<file path="config.mk">
export PLATFORM = sky130hd
export DESIGN_NAME = keypad_emulador_flat
export DESIGN_NICKNAME = d
export VERILOG_FILES = /design/src/rtl/keypad_emulador_pkg.sv /design/src/rtl/keypad_emulador_if.sv /design/src/rtl/keypad_emulador.sv /design/src/flat_wrapper.sv
export SDC_FILE = /design/constraint.sdc
export NUM_CORES = 1
export LEC_CHECK = 0
export BUFFER_PORTS_ARGS = -buffer_cell sky130_fd_sc_hd__buf_2
export CORE_MARGIN = 1.5
export CORE_UTILIZATION = 50
export DETAILED_ROUTE_END_ITERATION = 10
export HOLD_SLACK_MARGIN = 0.12
export PLACE_DENSITY = 0.68
export RECOVER_POWER = 25
export SLEW_MARGIN = 10
export SYNTH_ARGS = -nofsm -noshare
export SYNTH_HDL_FRONTEND = slang
export SYNTH_SLANG_ARGS = --single-unit
</file>
<file path="constraint.sdc">
create_clock -name clk -period 5.4 [get_ports clk]
set_input_delay 0.27 -clock clk [delete_from_list [all_inputs] [get_ports clk]]
set_output_delay 0.27 -clock clk [all_outputs]
set_load 0.03 [all_outputs]
</file>
<file path="src/rtl/keypad_emulador_pkg.sv">
// Keypad key codes shared with the column-scanning decoder, plus the
// key -> (row, col) position lookup and a valid-key predicate.
package keypad_emulador_pkg;

  typedef enum logic [4:0] {
    T_0    = 5'd0,
    T_1    = 5'd1,
    T_2    = 5'd2,
    T_3    = 5'd3,
    T_4    = 5'd4,
    T_5    = 5'd5,
    T_6    = 5'd6,
    T_7    = 5'd7,
    T_8    = 5'd8,
    T_9    = 5'd9,
    T_A    = 5'd10,
    T_B    = 5'd11,
    T_C    = 5'd12,
    T_D    = 5'd13,
    T_ASTE = 5'd14,
    T_HASH = 5'd15,
    T_NULL = 5'd16
  } teclas_t;

  typedef struct packed {
    logic [1:0] row;
    logic [1:0] col;
  } key_pos_t;

  // Only codes 0..15 map to a physical key; T_NULL and 17..31 never close a contact.
  function automatic logic tecla_valida(input logic [4:0] k);
    return (k < 5'd16);
  endfunction

  // Matrix position, rows numbered top to bottom:
  //   col0 = 1 4 7 *   col1 = 2 5 8 0   col2 = 3 6 9 #   col3 = A B C D
  function automatic key_pos_t tecla_pos(input logic [4:0] k);
    key_pos_t p;
    p.row = 2'd0;
    p.col = 2'd0;
    case (k)
      5'd1:  begin p.row = 2'd0; p.col = 2'd0; end
      5'd4:  begin p.row = 2'd1; p.col = 2'd0; end
      5'd7:  begin p.row = 2'd2; p.col = 2'd0; end
      5'd14: begin p.row = 2'd3; p.col = 2'd0; end
      5'd2:  begin p.row = 2'd0; p.col = 2'd1; end
      5'd5:  begin p.row = 2'd1; p.col = 2'd1; end
      5'd8:  begin p.row = 2'd2; p.col = 2'd1; end
      5'd0:  begin p.row = 2'd3; p.col = 2'd1; end
      5'd3:  begin p.row = 2'd0; p.col = 2'd2; end
      5'd6:  begin p.row = 2'd1; p.col = 2'd2; end
      5'd9:  begin p.row = 2'd2; p.col = 2'd2; end
      5'd15: begin p.row = 2'd3; p.col = 2'd2; end
      5'd10: begin p.row = 2'd0; p.col = 2'd3; end
      5'd11: begin p.row = 2'd1; p.col = 2'd3; end
      5'd12: begin p.row = 2'd2; p.col = 2'd3; end
      5'd13: begin p.row = 2'd3; p.col = 2'd3; end
      default: begin p.row = 2'd0; p.col = 2'd0; end
    endcase
    return p;
  endfunction

endpackage

</file>
<file path="src/rtl/keypad_emulador_if.sv">
// Key handshake plus the row/column matrix lines between a key source,
// the emulated keypad and the scanning decoder.
interface keypad_emulador_if;
  import keypad_emulador_pkg::*;

  logic [4:0] key_in;
  logic       key_valid;
  logic       key_ready;
  logic [3:0] colunas;
  logic [3:0] linhas;
  logic       busy;
  logic       done;

  modport master (
    output key_in, key_valid, colunas,
    input  key_ready, linhas, busy, done
  );

  modport slave (
    input  key_in, key_valid, colunas,
    output key_ready, linhas, busy, done
  );

endinterface

</file>
<file path="src/rtl/keypad_emulador.sv">
// Emulated 4x4 membrane keypad: accepts one key code at a time and presses it
// for a timed window with contact bounce on press and release.
//
//   state      | meaning
//   IDLE       | waiting for a key, key_ready high
//   BOUNCE_IN  | press bounce, contact toggles every BOUNCE_PERIOD cycles
//   HOLD       | solid contact
//   BOUNCE_OUT | release bounce
//   GAP        | released, waiting before the next key
//
// HOLD_CYCLES and GAP_CYCLES are expected to be >= 1.
module keypad_emulador
  import keypad_emulador_pkg::*;
#(
  parameter int HOLD_CYCLES   = 25000000,
  parameter int BOUNCE_CYCLES = 500000,
  parameter int BOUNCE_PERIOD = 50000,
  parameter int GAP_CYCLES    = 25000000
) (
  input  logic clk,
  input  logic rst,
  keypad_emulador_if.slave kp
);

  typedef enum logic [2:0] {
    IDLE       = 3'd0,
    BOUNCE_IN  = 3'd1,
    HOLD       = 3'd2,
    BOUNCE_OUT = 3'd3,
    GAP        = 3'd4
  } state_t;

  localparam int MAX_HB = (HOLD_CYCLES > BOUNCE_CYCLES) ? HOLD_CYCLES : BOUNCE_CYCLES;
  localparam int MAX_C  = (MAX_HB > GAP_CYCLES) ? MAX_HB : GAP_CYCLES;
  localparam int CW     = (MAX_C < 1) ? 1 : $clog2(MAX_C + 1);
  localparam int PW     = (BOUNCE_PERIOD < 2) ? 1 : $clog2(BOUNCE_PERIOD + 1);

  localparam logic [CW-1:0] HOLD_LAST   = CW'(HOLD_CYCLES - 1);
  localparam logic [CW-1:0] BOUNCE_LAST = CW'(BOUNCE_CYCLES - 1);
  localparam logic [CW-1:0] GAP_LAST    = CW'(GAP_CYCLES - 1);
  localparam logic [PW-1:0] PER_LAST    = PW'(BOUNCE_PERIOD - 1);

  state_t        state, state_n;
  logic [CW-1:0] cnt;
  logic [PW-1:0] bcnt;
  logic          bphase;
  logic [4:0]    key_q;
  logic          accept;
  logic          done_n;
  logic          contact;
  logic [3:0]    linhas_n;
  key_pos_t      pos;

  // State register, phase counters, latched key and the done pulse.
  // bcnt/bphase track floor(cnt / BOUNCE_PERIOD) parity without a divider.
  always_ff @(posedge clk or posedge rst) begin
    if (rst) begin
      state  <= IDLE;
      cnt    <= '0;
      bcnt   <= '0;
      bphase <= 1'b0;
      key_q  <= T_NULL;
      kp.done <= 1'b0;
    end else begin
      state   <= state_n;
      kp.done <= done_n;
      if (accept)
        key_q <= kp.key_in;
      if (state_n != state || state == IDLE) begin
        cnt    <= '0;
        bcnt   <= '0;
        bphase <= 1'b0;
      end else begin
        cnt <= cnt + 1'b1;
        if (bcnt == PER_LAST) begin
          bcnt   <= '0;
          bphase <= ~bphase;
        end else begin
          bcnt <= bcnt + 1'b1;
        end
      end
    end
  end

  // Next-state decode; each phase ends on its last count.
  always_comb begin
    state_n = state;
    accept  = 1'b0;
    done_n  = 1'b0;
    case (state)
      IDLE: begin
        if (kp.key_valid) begin
          accept  = 1'b1;
          state_n = (BOUNCE_CYCLES == 0) ? HOLD : BOUNCE_IN;
        end
      end
      BOUNCE_IN: begin
        if (cnt == BOUNCE_LAST)
          state_n = HOLD;
      end
      HOLD: begin
        if (cnt == HOLD_LAST)
          state_n = (BOUNCE_CYCLES == 0) ? GAP : BOUNCE_OUT;
      end
      BOUNCE_OUT: begin
        if (cnt == BOUNCE_LAST)
          state_n = GAP;
      end
      GAP: begin
        if (cnt == GAP_LAST) begin
          state_n = IDLE;
          done_n  = 1'b1;
        end
      end
      default: state_n = IDLE;
    endcase
  end

  // Contact closure for the latched key; non-key codes never close.
  always_comb begin
    contact = 1'b0;
    case (state)
      HOLD:                  contact = 1'b1;
      BOUNCE_IN, BOUNCE_OUT: contact = ~bphase;
      default:               contact = 1'b0;
    endcase
    contact = contact & tecla_valida(key_q);
  end

  // Row drive: only the key's row can go low, and only while its column is scanned.
  always_comb begin
    pos      = tecla_pos(key_q);
    linhas_n = 4'hF;
    for (int r = 0; r < 4; r++)
      linhas_n[r] = ~(contact & ~kp.colunas[pos.col] & (pos.row == 2'(r)));
  end

  // Registered row lines, one cycle behind colunas/contact.
  always_ff @(posedge clk or posedge rst) begin
    if (rst)
      kp.linhas <= 4'hF;
    else
      kp.linhas <= linhas_n;
  end

  assign kp.key_ready = (state == IDLE);
  assign kp.busy      = (state != IDLE);

endmodule

</file>
<file path="src/flat_wrapper.sv">
// flat-port wrapper written by rule: the top's interface ports become plain ports
module keypad_emulador_flat import keypad_emulador_pkg::*;
#(
  parameter int HOLD_CYCLES   = 25000000,
  parameter int BOUNCE_CYCLES = 500000,
  parameter int BOUNCE_PERIOD = 50000,
  parameter int GAP_CYCLES    = 25000000
)
  (clk, rst, kp_key_in, kp_key_valid, kp_colunas, kp_key_ready, kp_linhas, kp_busy, kp_done);
  keypad_emulador_if kp_i ();
  input  logic clk;
  input  logic rst;
  input wire logic [$bits(kp_i.key_in)-1:0] kp_key_in;
  input wire logic [$bits(kp_i.key_valid)-1:0] kp_key_valid;
  input wire logic [$bits(kp_i.colunas)-1:0] kp_colunas;
  output wire logic [$bits(kp_i.key_ready)-1:0] kp_key_ready;
  output wire logic [$bits(kp_i.linhas)-1:0] kp_linhas;
  output wire logic [$bits(kp_i.busy)-1:0] kp_busy;
  output wire logic [$bits(kp_i.done)-1:0] kp_done;
  assign kp_i.key_in = kp_key_in;
  assign kp_i.key_valid = kp_key_valid;
  assign kp_i.colunas = kp_colunas;
  assign kp_key_ready = kp_i.key_ready;
  assign kp_linhas = kp_i.linhas;
  assign kp_busy = kp_i.busy;
  assign kp_done = kp_i.done;
  keypad_emulador #(.HOLD_CYCLES(HOLD_CYCLES), .BOUNCE_CYCLES(BOUNCE_CYCLES), .BOUNCE_PERIOD(BOUNCE_PERIOD), .GAP_CYCLES(GAP_CYCLES)) u_core (.clk(clk), .rst(rst), .kp(kp_i));
endmodule
</file>
; ---- Word-level counts from Yosys, hierarchy flattened
; Memories as Yosys holds them, arrays and structs flattened.
; Cells that the tools add are included.
[word_totals]
register_bits = 55
rom_bits = 64
out_inout_bits = 7
word_cells = 60
mem_count = 1
[classes]
n_addsub = 2
n_lt_le_gt_ge = 2
eq_ne = 11
mux = 19
bitwise_logic = 12
reduce_logical = 6
[mem_list]
columns = memory, depth, width, read_ports, rd_clocked_by_memory_dff, write_ports, line_no
row1 = (name not given), 16, 4, 1, 0, 0, keypad_emulador_pkg.sv:41  ; case (k)
[ops]
columns = operator, count
row1 = 2-to-1 mux 16 bit, 2
row2 = adder 25 x 1 -> 25 bit (second input constant), 1
row3 = equality test 25 x 19 -> 1 bit (second input constant), 1
row4 = equality test 25 bit (second input constant), 1
row5 = 2-to-1 mux 25 bit, 1
row6 = adder 16 x 1 -> 16 bit (second input constant), 1
row7 = equality test 16 bit (second input constant), 1
row8 = 2-to-1 mux 3 bit, 5
row9 = case mux 3 bit (5 select lines), 1
row10 = 2-to-1 mux 1 bit, 7
row11 = AND 1 bit, 6
row12 = equality test 3 x 2 -> 1 bit (second input constant), 2
row13 = inverter 1 bit, 6
row14 = less-than comparator 5 bit (second input constant), 1
row15 = equality test 2 bit (second input constant), 2
row16 = 2-to-1 mux 4 bit, 1
row17 = equality test 3 x 1 -> 1 bit (second input constant), 1
row18 = equality test 3 bit (second input constant), 1
row19 = zero test 3 bit, 1
row20 = less-than comparator 2 x 3 -> 1 bit (second input constant), 1
row21 = inequality test 3 bit, 1
row22 = nonzero test 3 bit, 1
row23 = binary-select mux 1 bit (select 2 bit), 1
row24 = equality test 2 x 1 -> 1 bit (second input constant), 1
row25 = other kinds (5), 5

; ---- Logic depth before layout (Yosys ltp)
; Gate-level depths: netlist of run 1.
; An unclocked memory read counts as a cell.
[depth]
word_depth = 8
depth_mapped = 7

; ---- Worst setup path before layout of run 1
; No wires, ideal clock.
[synth_path]
kind = register -> register
from = register u_core.state[2]
to = register u_core.key_q[0]
t_arrival_ps = 2005
required_time_ps = 5275
path_slack_ps = 3271
stages_incl_launch_ff = 7
path_buffers = 2
path_cell_list = dfrtp_1 > clkbuf_1 > or3_1 > inv_1 > and2_1 > clkbuf_1 > mux2_2
[synth_between]
elab_chain_cells = 2
[synth_lines]
columns = item, line_no
row1 = start: declaration, keypad_emulador.sv:43  ; state_t state, state_n;
row2 = start signal: assignment, keypad_emulador.sv:65  ; state <= state_n;
row3 = zero test 3 bit, -
row4 = net kp_key_ready, flat_wrapper.sv:16  ; output wire logic [$bits(kp_i.key_ready)-1:0] kp_key_ready;
row5 = 2-to-1 mux 1 bit, keypad_emulador.sv:90  ; case (state)
row6 = end signal: assignment, keypad_emulador.sv:68  ; key_q <= kp.key_in;
row7 = end: declaration, keypad_emulador.sv:47  ; logic [4:0] key_q;
; The timed path passes the listed nets, and every way through them passes these cells.
; A chain may end at the register's enable or synchronous reset.

; ---- Worst setup path after layout of run 1
[layout_path]
from = register u_core.cnt[0]
to = register u_core.bcnt[4]
[layout_between]
elab_chain_cells = 6
elab_cells_between_ends = 10
[layout_lines]
columns = item, line_no
row1 = start: declaration, keypad_emulador.sv:44  ; logic [CW-1:0] cnt;
row2 = start signal: assignment, keypad_emulador.sv:74  ; cnt <= cnt + 1'b1;
row3 = equality test 25 bit or equality test 25 x 19 -> 1 bit (tied branches), -
row4 = 2-to-1 mux 3 bit (on tied branches), -
row5 = case mux 3 bit (5 select lines) (*), keypad_emulador.sv:90
row6 = inequality test 3 bit (*), keypad_emulador.sv:69  ; if (state_n != state || state == IDLE) begin
row7 = logical OR 1 bit (*), keypad_emulador.sv:69
row8 = 2-to-1 mux 16 bit (*), keypad_emulador.sv:69
row9 = end signal: assignment, keypad_emulador.sv:79  ; bcnt <= bcnt + 1'b1;
row10 = end: declaration, keypad_emulador.sv:45  ; logic [PW-1:0] bcnt;
; Mark *: on every way between the ends. The rest lies on a longest branch, timed or not.

==> impl_metrics.yaml, run 1 <==
outcome:
  status: "finished, violations left"
  violations: "max-capacitance violations, max-slew violations"
worst_hold_path:
  hp-class: "in2reg"
  holdPathStages: 2
  hp-start: "kp_key_in[2]"
  holdPathEnd: "u_core.key_q[2]$_DFFE_PP0P_"
floorplanning:
  fp-row-count: 27
  die_w_um: 78.9
  pin_count: 19
  core_um2: 5540
  dieArea_um2: 6230
  initial_core_util: 0.520
  die_h_um: 78.9
power:
  sw_frac_of_total: 0.300
  pwr-share-clk: 0.266
  seqPwrFrac: 0.564
  p_int_uw: 690
  vdd_drop_max_v: 0.000210
  p_leak_nw: 1.34
  p_per_area_nw_per_um2: 317
  power_uw: 985
  power_frac_comb: 0.169
  p_sw_uw: 296
critical_path:
  setup.worst_path.class: "reg2reg"
  r2r-start: "u_core.cnt[0]$_DFF_PP0_"
  critPathMaxFanout: 42
  rr_worst_depth: 6
  r2r-end: "u_core.bcnt[4]$_DFF_PP0_"
  ff2ff_setup_slack_ns: 2.64
  cp.arrival_ns: 2.90
  worst_setup_path_end_kind: "register"
  required_ns: 5.54
  cp-start-kind: "register"
sta:
  rsz0062_at_grt: "no"
  tightest_slew_ns: 2.80
  skew_ns: 0.00355
  max_freq_mhz: 363
  hold-worst-slack_ns: 0.186
  period_share: 0.511
  max-slew-margin-rel: -0.865
  hold_viol_final: 0
  period_minus_slack_ns: 2.76
  setup_ws_ns: 2.64
  setup_viol: 0
  maxSlewViolCount: 56
  tns_ns: 0
synthesis:
  syn_nets: 309
  syn_inst: 295
  synthDistinctLibCells: 46
  ys_seq_elements: 55
  synth_top_area_frac: 0.434
  synth_top_cell_by_area: "dfrtp_1"
  synthTopCellsByArea: "dfrtp_1 43%, xor2_1 7.9%, nor2_1 6.9%"
  ys.flop_type: "dfrtp_1"
  ys_seq_area_frac: 0.480
  async_reset_ff_frac: 1.00
  synth_edf_count: 0
  yosys_warnings: 0
  synth.cell_area_um2: 2880
  avgSynthCellArea_um2: 9.77
cts:
  cts_sinks: 55
  path_clk_slew_ns: 0.09
  cts_buffers: 5
  clkLatencyLatePin_ns: 0.31
  h-tree-depth: 2
  cts_resized: 0
  cts_root_buffer: "clkbuf_8"
  post_cts_buffers: 0
  clockBufferDepth: 2
  cts_tree: "done"
  ctsHoldBuffers: 0
global_routing:
  grt_antenna_before_repair: 0
  grt_pass1_wl_um: 8850
  grt_pass1_vias: 2015
  grt-ovfl-total: 0
  track_usage: 0.181
  grt_max_degree: 56
routing:
  drtAntennaViolNets: 0
  drc: 0
  dr.pass1.iters: 4
  drt_iter0_drc: 92
  routed_wl_um: 5020
  wl_per_cell_um: 13.1
  vias_per_cell: 5.51
  vias: 2109
placement:
  routabilityCongestion: 0.809
  post-place-ws_ns: 2.62
  portBuffers: 18
  place_hpwl_um: 3460
layout:
  fill_cells: 514
  antenna_cells: 0
  area_growth_pct: 7.73
  drive_gt1_frac: 0.129
  num-nets-final: 325
job:
  cap_violations: 1
[layer usage]
metal / global-route usage / vias up / part of all wire
met2: 0.305 / 17 / 0.49
met4: 0.0702 / 0 / 0.017
li1: - / 1058 / -
met3: 0.0345 / 7 / 0.023
met1: 0.230 / 1027 / 0.47
met5: 0 / - / 0
[cells in the mapped netlist (2+ instances only)]
cell	count
and4_1	2
clkbuf_1	7
or3_1	2
xor2_1	26
and3_1	4
dfstp_2	5
buf_6	4
a211oi_1	2
dfrtp_1	50
or4bb_1	3
mux2_2	5
inv_1	7
nand2b_1	6
nand4_1	13
nor2b_1	2
nand3_1	21
nor4_1	7
nor2_1	53
a21oi_1	2
nor4b_1	2
nand2_1	20
nor3_1	11
o21ai_0	3
ha_1	2
xnor2_1	15
[cell families (layout without fill, tap and decap cells)]
kind of cell,count (synthesis),in the layout,share of synthesized area
xor+xnor,41,41,0.125
compound gates,17,17,0.0477
mux,6,6,0.0230
fa+ha+maj,2,2,0.00868
flops,55,55,0.480
simple gates,156,156,0.283
buf+inv,18,34,0.0339
[flip-flops by register name, summed over array words and instances, names as in the netlist]
| signal | count |
|---|---|
| u_core.bphase | 1 |
| u_core.kp.done | 1 |
| u_core.kp.linhas | 4 |
| u_core.cnt | 25 |
| u_core.state | 3 |
| u_core.key_q | 5 |
| u_core.bcnt | 16 |
[how the worst max path moves through the flow]
stage	from	end	slack (ns)	depth (start not counted)
6_report	u_core.cnt[0]$_DFF_PP0_	u_core.bcnt[4]$_DFF_PP0_	2.64	6
3_3_place_gp	u_core.cnt[0]$_DFF_PP0_	u_core.bcnt[14]$_DFF_PP0_	2.71	6
2_1_floorplan	u_core.state[2]$_DFF_PP0_	u_core.key_q[0]$_DFFE_PP0P_	3.27	6
4_1_cts	u_core.cnt[0]$_DFF_PP0_	u_core.bcnt[4]$_DFF_PP0_	2.60	6
3_5_place_dp	u_core.cnt[0]$_DFF_PP0_	u_core.bcnt[4]$_DFF_PP0_	2.62	6
5_1_grt	rst	u_core.bcnt[12]$_DFF_PP0_	2.04	3
[worst max-delay path, stage by stage, from the launching register on]
cell	delay [ns]
dfrtp_1	0.38
ha_1	0.24
nand2_1	0.09
or2_1	0.29
or4_4	0.54
a31oi_4	0.90
nor3_1	0.16
[cells in the final DEF (no fill, tap or decap), types with 2 or more instances in the layout]
cell type	count
a211oi_1	2
a21oi_1	2
and3_1	4
and4_1	2
buf_2	18
clkbuf_1	2
clkbuf_8	5
dfrtp_1	50
dfstp_2	5
ha_1	2
inv_1	7
mux2_2	5
nand2_1	20
nand2b_1	6
nand3_1	21
nand4_1	13
nor2_1	53
nor2b_1	2
nor3_1	11
nor4_1	7
nor4b_1	2
o21ai_0	3
or3_1	2
or4bb_1	3
xnor2_1	15
xor2_1	26
[stage by stage]
step           instance area [µm²]  instances  utilization
3_3_place_gp                  3010        376        0.543
3_5_place_dp                  3010        376        0.543
2_1_floorplan                 2880        295            -
5_1_grt                       3110        383        0.561
6_report                      3110        383        0.561
4_1_cts                       3110        383        0.561
[area by class of cell]
type / instances / area (µm²) / area share
Sequential cell: 55 / 1380 / 0.445
Clock inverter: 1 / 30.0 / 0.00967
Tap cell: 72 / 90.1 / 0.0290
Timing Repair Buffer: 20 / 101 / 0.0326
Clock buffer: 6 / 72.6 / 0.0234
Multi-Input combinational cell: 222 / 1400 / 0.452
Inverter: 7 / 26.3 / 0.00846
[power groups by stage]
stage	clock network, mW	logic [mW]	registers [mW]
3_3_place_gp	0	0.164	0.560
5_1_grt	0.283	0.192	0.568
3_5_place_dp	0	0.170	0.563
6_report	0.262	0.167	0.556
4_1_cts	0.273	0.171	0.554
2_1_floorplan	0	0.139	0.545
No activity file was read; power rests on OpenSTA's default activity.
==> run 2: changes to the inputs <==
Clock period 5.4 ns to 2.7 ns, I/O delays scaled along.
==> impl_metrics.yaml, run 2 (synthesis results as in run 1) <==
sta:
  max_freq_mhz: 439
  hold_viol_final: 0
  tightest_slew_ns: 1.17
  period_share: 0.843
  tns_ns: 0
  rsz0062_at_grt: "no"
  setup_ws_ns: 0.424
  setup_viol: 0
  period_minus_slack_ns: 2.28
  hold-worst-slack_ns: 0.209
  skew_ns: 0.0106
  max-slew-margin-rel: 0.221
  maxSlewViolCount: 0
job:
  cap_violations: 0
routing:
  drt_iter0_drc: 94
  routed_wl_um: 5150
  drtAntennaViolNets: 0
  dr.pass1.iters: 4
  vias_per_cell: 5.42
  wl_per_cell_um: 13.1
  vias: 2135
  drc: 0
global_routing:
  grt-ovfl-total: 0
  grt_antenna_before_repair: 0
  grt_pass1_vias: 2008
  grt_max_degree: 34
  grt_pass1_wl_um: 9250
  track_usage: 0.189
critical_path:
  worst_setup_path_end_kind: "register"
  cp-start-kind: "register"
  ff2ff_setup_slack_ns: 0.42
  r2r-start: "u_core.cnt[0]$_DFF_PP0_"
  crit_family: "simple AND/OR/NAND/NOR gates"
  critPathMaxFanout: 28
  slowest_delay_ns: 0.53
  cp.arrival_ns: 2.44
  rr_worst_depth: 7
  cpMaxStageDelayCell: "or4_4"
  setup.worst_path.class: "reg2reg"
  r2r-end: "u_core.bcnt[14]$_DFF_PP0_"
  required_ns: 2.87
  worstPathCellList: "ha_1 -> nand2_1 -> or2_1 -> or4_4 -> a31oi_4 -> buf_4 -> nor3_1"
  cp_num_buf_inv: 1
cts:
  cts_buffers: 5
  cts_tree: "done"
  cts_root_buffer: "clkbuf_8"
  post_cts_buffers: 0
  h-tree-depth: 2
  path_clk_slew_ns: 0.10
  ctsHoldBuffers: 6
  clkLatencyLatePin_ns: 0.31
  cts_sinks: 55
  cts_resized: 0
  clockBufferDepth: 2
layout:
  largestRegisters: "u_core.cnt x25, u_core.bcnt x16, u_core.key_q x5"
  top_register: "u_core.cnt"
  antenna_cells: 0
  final_cell_area_um2: 3180
  num-nets-final: 335
  layout_common_cells: "53 x nor2_1, 50 x dfrtp_1, 26 x xor2_1, 21 x nand3_1, 20 x nand2_1"
  layout_commonest_cell: "nor2_1"
  area_growth_pct: 10.5
  stdcell_count: 394
  largest_register_ffs: 25
  drive_gt1_frac: 0.143
  post-route-util: 0.575
placement:
  routabilityCongestion: 0.823
  post-place-ws_ns: 0.439
  portBuffers: 18
  placed_cells: 380
  place_area_um2: 3040
  place_hpwl_um: 3670
power:
  p_per_area_nw_per_um2: 597
  vdd_drop_max_v: 0.000506
  power_mw: 1.90
  p_leak_nw: 1.38
worst_hold_path:
  holdPathEnd: "u_core.state[0]$_DFF_PP0_"
  holdPathStages: 4
  hp-start: "kp_key_valid"
  hp-class: "in2reg"
floorplanning:
  fp-row-count: 27
  die_h_um: 78.9
  core_um2: 5540
  die_w_um: 78.9
  initial_core_util: 0.520
  pin_count: 19
  dieArea_um2: 6230
outcome:
  status: "finished clean"
run 2: cell types whose count changed in the layout (fill, tap and decap cells not counted), sizes merged:
cell,before,now
clkbuf,7,6
bufinv,1,0
buf,19,23
dlygate4sd3,0,6
clkinvlp,0,2
clkinv,0,1
run 2: tightest hold or removal path: stages:
cell and delay, ns:
buf_2 0.09, a21oi_1 0.05, o21ai_0 0.06, and3b_1 0.16
run 2: area by class of cell:
type                    instances  area [µm²]
flip-flops and latches         55        1380
multi-input cells             222        1400
inverters                       7        26.3
clock buffers                   5        68.8
fillers                       483        2360
clock inverters                 3        20.0
well taps                      72        90.1
repair buffers                 30         194
run 2: where the power goes:
group / internal [mW] / switching, mW
combinational: 0.167 / 0.174
clock: 0.181 / 0.270
sequential: 0.948 / 0.162
total: 1.30 / 0.606
run 2: routing by layer:
metal / up-vias / GRT usage / routed length (µm)
met5: - / 0 / 0
met4: 0 / 0.0579 / 55
met3: 7 / 0.0483 / 130
met2: 22 / 0.308 / 2480
met1: 1033 / 0.249 / 2490
li1: 1073 / - / -
run 2: how the worst max path moves through the flow:
stage                                              to  cells past startpoint                      start
final                       u_core.bcnt[14]$_DFF_PP0_                      7    u_core.cnt[0]$_DFF_PP0_
after global routing        u_core.bcnt[14]$_DFF_PP0_                      7    u_core.cnt[0]$_DFF_PP0_
after CTS                   u_core.bcnt[14]$_DFF_PP0_                      7    u_core.cnt[0]$_DFF_PP0_
after detailed placement    u_core.bcnt[14]$_DFF_PP0_                      7    u_core.cnt[0]$_DFF_PP0_
after global placement       u_core.bcnt[4]$_DFF_PP0_                      7    u_core.cnt[0]$_DFF_PP0_
after floorplan           u_core.key_q[0]$_DFFE_PP0P_                      6  u_core.state[2]$_DFF_PP0_
==> run 3: changes to the inputs <==
Clock period 2.7 ns to 2.1 ns, I/O delays scaled along.
==> impl_metrics.yaml, run 3 (synthesis results as in run 1) <==
sta:
  setup_ws_ns: 0.101
  max_freq_mhz: 500
  max-slew-margin-rel: 0.219
  tightest_slew_ns: 1.17
  period_minus_slack_ns: 2.00
  rsz0062_at_grt: "no"
  maxSlewViolCount: 0
  hold_viol_final: 0
  hold-worst-slack_ns: 0.172
  setup_viol: 0
  skew_ns: 0.00967
  tns_ns: 0
  period_share: 0.952
critical_path:
  setup.worst_path.class: "reg2reg"
  ff2ff_setup_slack_ns: 0.10
  cp-start-kind: "register"
  r2r-start: "u_core.cnt[0]$_DFF_PP0_"
  required_ns: 2.30
  worst_setup_path_end_kind: "register"
  r2r-end: "u_core.cnt[18]$_DFF_PP0_"
  rr_worst_depth: 7
  critPathMaxFanout: 25
  cp.arrival_ns: 2.20
routing:
  wl_per_cell_um: 13.4
  drc: 0
  routed_wl_um: 5500
  dr.pass1.iters: 4
  drt_iter0_drc: 84
  vias_per_cell: 5.42
  vias: 2223
  drtAntennaViolNets: 0
cts:
  cts_buffers: 5
  cts_sinks: 55
  h-tree-depth: 2
  clkLatencyLatePin_ns: 0.31
  path_clk_slew_ns: 0.10
  cts_root_buffer: "clkbuf_8"
  clockBufferDepth: 2
  cts_tree: "done"
global_routing:
  grt_pass1_wl_um: 9560
  grt.met2_usage: 0.327
  grt_use_met1: 0.251
  grt_pass1_vias: 2108
  grt_antenna_before_repair: 0
  grt-ovfl-total: 0
  track_usage: 0.194
  grt.busiest_layer: "met2"
  grt_max_degree: 31
  grt_use_met3: 0.0345
floorplanning:
  pin_count: 19
  initial_core_util: 0.520
  dieArea_um2: 6230
  core_um2: 5540
  die_h_um: 78.9
  die_w_um: 78.9
  fp-row-count: 27
layout:
  fill_cells: 475
  layout_common_cells: "53 x nor2_1, 50 x dfrtp_1, 26 x xor2_1, 21 x nand3_1, 20 x nand2_1"
  layout_commonest_cell: "nor2_1"
  largestRegisters: "u_core.cnt x25, u_core.bcnt x16, u_core.key_q x5"
  largest_register_ffs: 25
  antenna_cells: 0
  drive_gt1_frac: 0.192
  stdcell_count: 410
  final_cell_area_um2: 3400
  area_growth_pct: 18.1
  top_register: "u_core.cnt"
  num-nets-final: 351
  seq_area_um2: 1380
  post-route-util: 0.614
  multi_input_area_um2: 1420
placement:
  post-place-ws_ns: 0.0667
  routabilityCongestion: 0.797
  placed_cells: 396
  place_hpwl_um: 3790
  place_area_um2: 3190
  portBuffers: 18
power:
  p_leak_nw: 1.50
  vdd_drop_max_v: 0.000704
  p_per_area_nw_per_um2: 807
  power_mw: 2.75
worst_hold_path:
  hp-class: "in2reg"
  holdPathEnd: "u_core.state[0]$_DFF_PP0_"
  hp-start: "kp_key_valid"
  holdPathStages: 4
job:
  cap_violations: 0
outcome:
  status: "finished clean"
[run 3: cell types whose count changed in the layout (fill, tap and decap cells not counted), sizes merged]
cell,before,now
buf,23,39
bufinv,0,2
clkinvlp,2,0
clkinv,1,0
clkbuf,6,7
[run 3: timing repair]
| action | CTS | global route |
|---|---|---|
| endpoints found under the hold margin | 29 | 0 |
| setup buffers | 0 | 0 |
| gates resized for setup | 0 | 3 |
| setup endpoints to repair | 0 | 31 |
| hold buffers | 6 | 0 |
[run 3: where the power goes]
group / switching (mW) / total (mW) / internal [mW]
clock: 0.344 / 0.821 / 0.477
combinational: 0.279 / 0.542 / 0.263
sequential: 0.166 / 1.39 / 1.22
total: 0.789 / 2.75 / 1.96
[run 3: worst max path at each step]
stage               cells past startpoint                     from                         to  slack [ns]
floorplan                               7  u_core.cnt[0]$_DFF_PP0_  u_core.bcnt[14]$_DFF_PP0_        0.04
global placement                        6  u_core.cnt[8]$_DFF_PP0_   u_core.cnt[13]$_DFF_PP0_        0.10
detailed placement                      7  u_core.cnt[0]$_DFF_PP0_   u_core.cnt[18]$_DFF_PP0_        0.07
CTS                                     7  u_core.cnt[0]$_DFF_PP0_   u_core.cnt[18]$_DFF_PP0_        0.06
global route                            7  u_core.cnt[0]$_DFF_PP0_    u_core.cnt[3]$_DFF_PP0_       0.008
finish                                  7  u_core.cnt[0]$_DFF_PP0_   u_core.cnt[18]$_DFF_PP0_        0.10
[run 3: per-layer routing]
layer	vias to the layer above	wire, µm	part of all wire
li1	1103	-	-
met1	1075	2600	0.47
met2	40	2680	0.49
met3	5	160	0.029
met4	0	61	0.011
met5	-	0	0
[run 3: worst max-delay path: stages (launching register included)]
cell and delay [ns]:
dfrtp_1 0.39, ha_1 0.18, nand2_1 0.07, or2_1 0.24
or4_4 0.52, a31oi_4 0.23, buf_12 0.20, nor2_1 0.07
[run 3: area by class of cell]
class | instances | area share
timing repair buffer | 46 | 0.103
sequential | 55 | 0.406
clock buffer | 6 | 0.0213
clock inverter | 2 | 0.0176
multi-input combinational | 222 | 0.417
inverter | 7 | 0.00772
tap | 72 | 0.0265
